File: src/rtl/shift_exec_stage.sv
// Two-stage pipelined shift unit: coarse byte-granular shift in stage 1,
// fine 0..7-bit shift in stage 2, valid/ready handshakes on both sides.
module shift_exec_stage #(
    parameter int unsigned WIDTH   = 32,
    parameter int unsigned SHAMT_W = 5,
    parameter int unsigned TAG_W   = 4
) (
    input  logic               clk,
    input  logic               rst,
    input  logic               flush,
    input  logic               in_valid,
    output logic               in_ready,
    input  logic [1:0]         in_op,
    input  logic [WIDTH-1:0]   in_a,
    input  logic [WIDTH-1:0]   in_b,
    input  logic [TAG_W-1:0]   in_tag,
    output logic               out_valid,
    input  logic               out_ready,
    output logic [WIDTH-1:0]   out_result,
    output logic [TAG_W-1:0]   out_tag,
    output logic               out_err,
    output logic               busy
);

    localparam int unsigned FINE_W = 3;
    localparam logic [1:0]  OP_SLL = 2'b00;
    localparam logic [1:0]  OP_SRL = 2'b01;
    localparam logic [1:0]  OP_SRA = 2'b10;

    // Shared shifter; the illegal op passes data through untouched.
    function automatic logic [WIDTH-1:0] do_shift(
        input logic [1:0]         op,
        input logic [WIDTH-1:0]   d,
        input logic [SHAMT_W-1:0] amt
    );
        logic [WIDTH-1:0] r;
        case (op)
            OP_SLL:  r = d << amt;
            OP_SRL:  r = d >> amt;
            OP_SRA:  r = WIDTH'($signed(d) >>> amt);
            default: r = d;
        endcase
        return r;
    endfunction

    // Stage 1 state
    logic               s1_valid;
    logic [WIDTH-1:0]   s1_data;
    logic [FINE_W-1:0]  s1_fine;
    logic [1:0]         s1_op;
    logic [TAG_W-1:0]   s1_tag;
    logic               s1_err;

    // Stage 2 state (drives the output payload directly)
    logic               s2_valid;

    logic               s1_adv;
    logic               accept;
    logic [SHAMT_W-1:0] shamt;
    logic [SHAMT_W-1:0] coarse_amt;
    logic [WIDTH-1:0]   coarse_data;
    logic [WIDTH-1:0]   fine_data;
    logic               unused_b_hi;

    // Only the low shift-amount bits of in_b matter; the rest are ignored.
    assign unused_b_hi = ^in_b[WIDTH-1:SHAMT_W];

    // Handshake control: stage 1 can advance when stage 2 is empty or draining.
    always_comb begin
        s1_adv   = s1_valid && (!s2_valid || out_ready);
        in_ready = !rst && !flush && (!s1_valid || s1_adv);
        accept   = in_valid && in_ready;
    end

    // Coarse shift by the upper shift-amount bits, in multiples of 8.
    always_comb begin
        shamt       = in_b[SHAMT_W-1:0];
        coarse_amt  = {shamt[SHAMT_W-1:FINE_W], FINE_W'(0)};
        coarse_data = do_shift(in_op, in_a, coarse_amt);
    end

    // Fine shift of stage-1 data; sign bit survives the coarse stage for SRA.
    always_comb begin
        fine_data = do_shift(s1_op, s1_data, SHAMT_W'(s1_fine));
    end

    // Stage 1 valid and payload registers.
    always_ff @(posedge clk) begin
        if (rst) begin
            s1_valid <= 1'b0;
            s1_data  <= '0;
            s1_fine  <= '0;
            s1_op    <= OP_SLL;
            s1_tag   <= '0;
            s1_err   <= 1'b0;
        end else if (flush) begin
            s1_valid <= 1'b0;
        end else begin
            if (accept) begin
                s1_valid <= 1'b1;
                s1_data  <= coarse_data;
                s1_fine  <= shamt[FINE_W-1:0];
                s1_op    <= in_op;
                s1_tag   <= in_tag;
                s1_err   <= (in_op == 2'b11);
            end else if (s1_adv) begin
                s1_valid <= 1'b0;
            end
        end
    end

    // Stage 2 valid and output payload registers; payload holds while stalled.
    always_ff @(posedge clk) begin
        if (rst) begin
            s2_valid   <= 1'b0;
            out_result <= '0;
            out_tag    <= '0;
            out_err    <= 1'b0;
        end else if (flush) begin
            s2_valid <= 1'b0;
        end else begin
            if (s1_adv) begin
                s2_valid   <= 1'b1;
                out_result <= fine_data;
                out_tag    <= s1_tag;
                out_err    <= s1_err;
            end else if (out_ready) begin
                s2_valid <= 1'b0;
            end
        end
    end

    // Status outputs.
    always_comb begin
        out_valid = s2_valid;
        busy      = s1_valid || s2_valid;
    end

endmodule

File: config.mk
export PLATFORM = sky130hd
export DESIGN_NAME = shift_exec_stage
export DESIGN_NICKNAME = d
export VERILOG_FILES = /design/src/rtl/shift_exec_stage.sv
export SDC_FILE = /design/constraint.sdc
export NUM_CORES = 1
export LEC_CHECK = 0
export ABC_AREA = 0
export BUFFER_PORTS_ARGS = -buffer_cell sky130_fd_sc_hd__buf_2
export CORE_ASPECT_RATIO = 0.75
export CORE_MARGIN = 3
export CORE_UTILIZATION = 55
export DETAILED_ROUTE_END_ITERATION = 10
export PLACE_DENSITY = 0.76
export SKIP_LAST_GASP = 1
export SYNTH_ARGS = -nofsm -noshare
export SYNTH_HDL_FRONTEND = slang
export SYNTH_SLANG_ARGS = --single-unit
File: constraint.sdc
create_clock -name clk -period 2.45 [get_ports clk]
set_input_delay 0.3675 -clock clk [delete_from_list [all_inputs] [get_ports clk]]
set_output_delay 0.3675 -clock clk [all_outputs]
set_load 0.005 [all_outputs]
Word-level counts from Yosys, hierarchy flattened
Index checks and enable logic that the tools add are counted.
{"block": "classes", "bitwise": 1, "n_reduce_logical": 18, "n_shift": 6, "mux": 6, "n_eq_ne": 5}
{"op": "case mux 32 bit (3 select lines)", "n": 2}
{"op": "left shift 32 x 3 -> 32 bit", "n": 1}
{"op": "left shift 32 x 5 -> 32 bit", "n": 1}
{"op": "right shift 32 x 3 -> 32 bit", "n": 1}
{"op": "right shift 32 x 5 -> 32 bit", "n": 1}
{"op": ">>> shifter 32 x 3 -> 32 bit", "n": 1}
{"op": ">>> shifter 32 x 5 -> 32 bit", "n": 1}
{"op": "equality test 2 bit (second input constant)", "n": 3}
{"op": "equality test 2 x 1 -> 1 bit (second input constant)", "n": 2}
{"op": "logical AND 1 bit", "n": 4}
{"op": "logical NOT 1 bit", "n": 4}
{"op": "logical NOT 2 bit", "n": 2}
{"op": "two-way mux 1 bit", "n": 4}
{"op": "AND reduction 2 bit", "n": 2}
{"op": "nonzero test 2 bit", "n": 2}
{"op": "logical OR 1 bit", "n": 3}
{"op": "OR reduction 2 bit", "n": 1}
{"op": "inverter 1 bit", "n": 1}
{"block": "totals", "reg_bits": 81, "input_bits": 75}

Depth between registers and ports, before layout
Gate-level depths: netlist (run 1).
{"block": "depth", "depth_word": 7, "mapped_depth": 9}

Worst setup path after synthesis (run 1)
OpenSTA, ideal clock, no wires.
{"block": "synth_path", "path_type": "register to register", "from": "register s1_fine[0]", "to": "register out_result[19]", "required_ps": 2336, "period_less_slack_ps": 1806, "path_buffers": 2, "setup_time_ps": 114, "stages_incl_launch_ff": 8, "slack_ps": 644, "arrival_ps": 1692, "path_cell_list": "dfxtp_1 -> buf_6 -> buf_12 -> mux2_4 -> mux4_2 -> o221ai_1 -> a21oi_1 -> a21o_1"}
{"block": "synth_via", "elab_chain_cells": 2, "elab_cells_between_ends": 4}
{"item": "start: declaration", "line": "49", "rtl": "logic [FINE_W-1:0] s1_fine;"}
{"item": "start signal: assignment", "line": "102", "rtl": "s1_fine <= shamt[FINE_W-1:0];"}
{"item": ">>> shifter 32 x 3 -> 32 bit, or another cell as far along", "line": "40", "rtl": "OP_SRA: r = WIDTH'($signed(d) >>> amt);"}
{"item": "case mux 32 bit (3 select lines) *", "line": "37", "rtl": "case (op)"}
{"item": "end signal: assignment", "line": "124", "rtl": "out_result <= fine_data;"}
{"item": "end: declaration", "line": "19", "rtl": "output logic [WIDTH-1:0] out_result,"}
Every way passes the cells marked *; elsewhere a longest branch is shown, timed or not.
A chain may end at the register's enable or synchronous reset.

Worst setup path in the final report (run 1)
{"block": "layout_path", "from": "register s1_fine[0]", "to": "register out_result[22]"}
Same word-level chain as after synthesis.

==> results of run 1 <==
-- logic make-up (layout without fill, tap and decap cells) --
group / count (synthesis) / in the layout / share of synthesized area
xor+xnor: 3 / 3 / 0.00350
flops: 81 / 81 / 0.216
simple gates: 309 / 309 / 0.197
fa+ha+maj: 1 / 1 / 0.00133
mux: 123 / 123 / 0.221
compound gates: 308 / 308 / 0.283
buf+inv: 119 / 170 / 0.0781
-- per-stage QoR --
stage	cells	utilization	cell area [um^2]	worst slack [ns]	total power, mW
after floorplan	944	-	7510	0.644	2.00
after global placement	1150	0.614	8080	0.277	2.26
after detailed placement	1150	0.614	8080	0.276	2.27
after CTS	1166	0.637	8380	0.264	3.64
after global routing	1166	0.637	8380	0.0583	3.79
final	1166	0.637	8380	0.140	3.66
-- routing by layer --
layer | GRT usage | part of all wire
met1 | 0.496 | 0.42
met2 | 0.477 | 0.42
met3 | 0.0727 | 0.13
met4 | 0.0913 | 0.027
met5 | 0 | 0
-- layout make-up --
cell class	count	area, um^2
clock inverters	7	78.8
well taps	171	214
fillers	1170	4770
inverters	17	63.8
multi-input cells	744	5310
clock buffers	9	225
flip-flops and latches	81	1630
repair buffers	137	861
-- critical path, stage by stage, from the launching register on --
cell      delay, ns
dfxtp_4        0.55
mux4_2         0.62
nor2_1         0.14
a31oi_1        0.06
a222oi_1       0.63
a211oi_1       0.17
-- sequential cells by signal, indices dropped and copies added (netlist names) --
signal,cells
s1_err,1
s1_valid,1
out_tag,4
s1_fine,3
s1_op,2
s1_tag,4
out_err,1
out_result,32
s1_data,32
out_valid,1
-- placed cells by master, fill, tap and decap left out, types with 11 or more instances in the layout --
cell type  instances
dfxtp_1           79
mux2i_1           56
nand2b_1          16
a221oi_1          18
a21oi_1           74
o211ai_1          19
o21ai_0           51
mux2_2            28
nand3_1           14
buf_2             87
buf_4             46
nor2b_1           16
nor3_1            21
a211oi_1          13
inv_1             13
o221ai_1          22
nor2_1            78
a311oi_1          11
nand2_1          108
mux4_2            29
a31oi_1           16
-- power groups by stage --
stage	clock network (mW)	registers [mW]	logic, mW
after global placement	0	1.45	0.815
after floorplan	0	1.41	0.590
after detailed placement	0	1.45	0.823
final	1.39	1.42	0.853
after CTS	1.40	1.42	0.828
after global routing	1.45	1.43	0.916
-- worst paths after layout --
check / start / end / slack, ns / cells after the start
worst max-delay path: s1_fine[0] / out_result[22] / 0.14 / 5
worst min-delay path: in_tag[0] / s1_tag[0] / 0.24 / 3
worst max register to register: s1_fine[0] / out_result[22] / 0.14 / 5
worst min register to register: out_result[18] / out_result[18] / 0.44 / 2
==> impl_results.md, run 1 <==
* Status: finished clean
* Net switching power at 1.23 mW
* Initial Utilization at 0.571
* Sw Ratio at 0.337
* Mapped cell area at 7510 um^2
* Internal at 2.43 mW
* Layout cells sized above 1 at 0.235
* Fin. Hold Viols at 0
* Die width at 141 um
* Worst slew margin at 0.365
* Worst-margin pin slew at 0.948 ns
* Post-cts resize count at 0
* Critical path startpoint category: register
* Max Slew Vio Count at 0
* Pwr/cell area at 437 nW/um^2
* Static leakage at 3.04 nW
* Vias in the first global route at 7207
* Crit path time final at 2.31 ns
* Die area at 15100 um^2
* CP max FO at 21
* Num rows at 36
* Reg power frac at 0.389
* Io pins at 115
* Postcts setup bufs at 0
* Total wire length at 25.4 mm
* Syn_nets at 1019
* Sequential fraction of the synthesis area at 0.216
* Area growth syn-to-layout at 11.5%
* # DRC at 0
* # diodes at 0
* Vert. Die Dim at 107 um
* Vias at 8170
* Clock Sinks at 81
* WL/cell at 21.8 um
* Max VDD drop at 0.000358 V
* Max frequency at 433 MHz
* Number of enable flip-flop cells after synthesis at 0
* Clock skew at 0.00969 ns
* Deepest clock path buffer count at 2
* Combinational Power Share at 0.233
* HPWL after DPL at 17.9 mm
* Flops & latches, synth at 81
* Most common flop cell mapped by yosys: dfxtp_1
* Antenna viol nets, final at 0
* CTS H-tree depth at 3
* Cts hold-fix bufs at 0
* Ys async rst share at 0
* CP Data Arrival Time at 2.52 ns
* Top cell type's share of synthesized area at 0.216
* Iter 0 DRT Violations at 1256
* Largest net degree at the start of global routing at 51
* Core area at 13200 um^2
* Crit end category: register
* Global Route Usage Sum at 0.331
* Top-count cell post-synth: nand2_1
* Hold/Removal Path Class: primary input to register
* Clk Latency, worst-skew pair at 0.35 ns
* Routability cong. at 0.952
* # nets final at 1065
* Syn. warnings at 0
* Largest cells by area after synthesis: dfxtp_1, mux4_2, mux2i_1
* WP data required at 2.66 ns
* CTS Root Cell: clkbuf_16
* Max_cap viols at 0
* Synth Instances at 944
* Pre-Repair DR Iteration Count at 6
* Avg Synthesized Cell Area at 7.96 um^2
* CTS Buf Count at 9
* Top post-synthesis cells by count: nand2_1, dfxtp_1, nor2_1, a21oi_1, mux2i_1
* Clock transition at path regs at 0.07 ns
* CTS tree: built
* RSZ-0062 raised after global routing: no
* Via-to-Cell Ratio at 7.01
* Post-synth top area cell: dfxtp_1
* Total grt overflow at 0
* Final TNS setup at 0 ns
* Final setup fails at 0
* CP Class: register to register
* Initial antenna violation count at 0
* Final Cycle Share at 0.943
* Clock share of power at 0.379
* Global-route wire length before repair at 40.4 mm
* Distinct cells, synth at 79
* Hold_ws at 0.244 ns
* PortBufs at 87
No activity file was read; power rests on OpenSTA's default activity.
==> inputs of run 2 (changes only) <==
- CTS_BUF_LIST: not set -> sky130_fd_sc_hd__clkbuf_4
- REMOVE_ABC_BUFFERS: not set -> 1
==> impl_results.md, run 2 (synthesis results as in run 1) <==
* Status: finished clean (unchanged)
* # nets final at 1078 (was 1065)
* Hold/Removal Path Class: primary input to register (unchanged)
* Global Route Usage Sum at 0.330 (was 0.331)
* Slowest-stage cell, CP: dfxtp_4 (was a222oi_1)
* Clk Latency, worst-skew pair at 0.46 ns (was 0.35 ns)
* Global-route wire length before repair at 40.5 mm (was 40.4 mm)
* HPWL after DPL at 18.3 mm (was 17.9 mm)
* Area of placed instances at 8150 um^2 (was 8080 um^2)
* Top flop regs: out_result: 32 flops, s1_data: 32 flops (unchanged)
* Vias in the first global route at 7485 (was 7207)
* Final setup fails at 0 (unchanged)
* CTS H-tree depth at 3 (unchanged)
* CTS Root Cell: clkbuf_4 (was clkbuf_16)
* CP max FO at 30 (was 21)
* Area growth syn-to-layout at 10.0% (was 11.5%)
* Initial antenna violation count at 1 (was 0)
* Num rows at 36 (unchanged)
* Static leakage at 3.01 nW (was 3.04 nW)
* Routability cong. at 0.993 (was 0.952)
* Largest stage delay on the critical path at 0.65 ns (was 0.63 ns)
* Final Cell Area at 8270 um^2 (was 8380 um^2)
* WL/cell at 21.4 um (was 21.8 um)
* Cts hold-fix bufs at 0 (unchanged)
* Deepest clock path buffer count at 2 (unchanged)
* Final WS setup at 0.145 ns (was 0.140 ns)
* Clock Sinks at 81 (unchanged)
* Final TNS setup at 0 ns (unchanged)
* Final Cycle Share at 0.941 (was 0.943)
* Postcts setup bufs at 0 (unchanged)
* Initial Utilization at 0.571 (unchanged)
* CP cell instances: buf_4 > mux2_2 > mux4_2 > o221ai_1 > o21ai_1 (was mux4_2 > nor2_1 > a31oi_1 > a222oi_1 > a211oi_1)
* Crit end category: register (unchanged)
* Die width at 141 um (unchanged)
* Core area at 13200 um^2 (unchanged)
* Hold_ws at 0.132 ns (was 0.244 ns)
* Post-cts resize count at 0 (unchanged)
* Max frequency at 434 MHz (was 433 MHz)
* Clock transition at path regs at 0.13 ns (was 0.07 ns)
* PortBufs at 87 (unchanged)
* Antenna viol nets, final at 0 (unchanged)
* Via-to-Cell Ratio at 6.87 (was 7.01)
* Max VDD drop at 0.000261 V (was 0.000358 V)
* Vias at 8110 (was 8170)
* Max Slew Vio Count at 0 (unchanged)
* CP startpoint: s1_fine[0] (unchanged)
* Pre-Repair DR Iteration Count at 6 (unchanged)
* Most frequent cells in the layout: nand2_1, buf_2, dfxtp_1, nor2_1, a21oi_1 (unchanged)
* CTS tree: built (unchanged)
* WP data required at 2.80 ns (was 2.66 ns)
* Total grt overflow at 0 (unchanged)
* Die area at 15100 um^2 (unchanged)
* Critical R2R Launch: s1_fine[0] (unchanged)
* Io pins at 115 (unchanged)
* Max_cap viols at 0 (unchanged)
* Iter 0 DRT Violations at 873 (was 1256)
* Bufs and invs on worst path at 1 (was 0)
* Fin. Hold Viols at 0 (unchanged)
* Layout cells sized above 1 at 0.244 (was 0.235)
* Largest net degree at the start of global routing at 49 (was 51)
* Hold_sp: in_b[0] (was in_tag[0])
* Total wire length at 25.3 mm (was 25.4 mm)
* Vert. Die Dim at 107 um (unchanged)
* CP top delay family: multiplexers (was compound AO/OA/AOI/OAI gates)
* Worst slew margin at 0.224 (was 0.365)
* Pwr/cell area at 361 nW/um^2 (was 437 nW/um^2)
* Worst-margin pin slew at 1.16 ns (was 0.948 ns)
* CP Data Arrival Time at 2.65 ns (was 2.52 ns)
* Crit path time final at 2.31 ns (about the same)
* CP Class: register to register (unchanged)
* Pre-CTS WS at 0.178 ns (was 0.276 ns)
* Commonest non-fill, non-tap cell in the layout: nand2_1 (unchanged)
* Clock skew at 0.0198 ns (was 0.00969 ns)
* Critical path startpoint category: register (unchanged)
* # DRC at 0 (unchanged)
* CTS Buf Count at 9 (unchanged)
* RSZ-0062 raised after global routing: no (unchanged)
[run 2: cell count changes in the layout (fill, tap and decap cells not counted), sizes merged]
cell and change:
buf +13, inv -5, clkinv +3, clkinvlp +2, diode +2
[run 2: final cells by class]
type | instances | area (um^2)
clock buffers | 9 | 67.6
diodes | 2 | 5.00
inverters | 17 | 63.8
repair buffers | 150 | 933
multi-input cells | 744 | 5310
fillers | 1222 | 4890
clock inverters | 7 | 45.0
well taps | 171 | 214
flip-flops and latches | 81 | 1630
[run 2: stage by stage]
step | total power, mW | instances | util
2_1_floorplan | 1.91 | 842 | -
3_3_place_gp | 2.27 | 1163 | 0.620
3_5_place_dp | 2.28 | 1163 | 0.620
4_1_cts | 2.97 | 1179 | 0.628
5_1_grt | 3.13 | 1181 | 0.629
6_report | 2.99 | 1181 | 0.629
[run 2: tightest hold or removal path: stages]
cell     delay (ns)
buf_2          0.09
nand2_1        0.04
a21oi_1        0.05
[run 2: where the power goes]
| group | total [mW] | internal, mW | switching [mW] |
|---|---|---|---|
| registers | 1.42 | 1.35 | 0.0715 |
| logic | 0.861 | 0.355 | 0.506 |
| clock network | 0.704 | 0.204 | 0.500 |
[run 2: worst paths after layout]
| path | to | slack (ns) | cells after the start |
|---|---|---|---|
| max | out_result[18] | 0.14 | 5 |
| min | s1_fine[0] | 0.13 | 3 |
| max reg2reg | out_result[18] | 0.14 | 5 |
| min reg2reg | out_result[3] | 0.45 | 2 |
[run 2: per-layer routing]
layer  GRT usage  share of wire  routed length (um)  vias to the layer above
met4      0.0975          0.024                 607                        0
met3       0.116           0.13                3220                       62
li1            -              -                   -                     3708
met5           0              0                   0                        -
met2       0.463           0.42               10600                      528
met1       0.475           0.43               10800                     3812
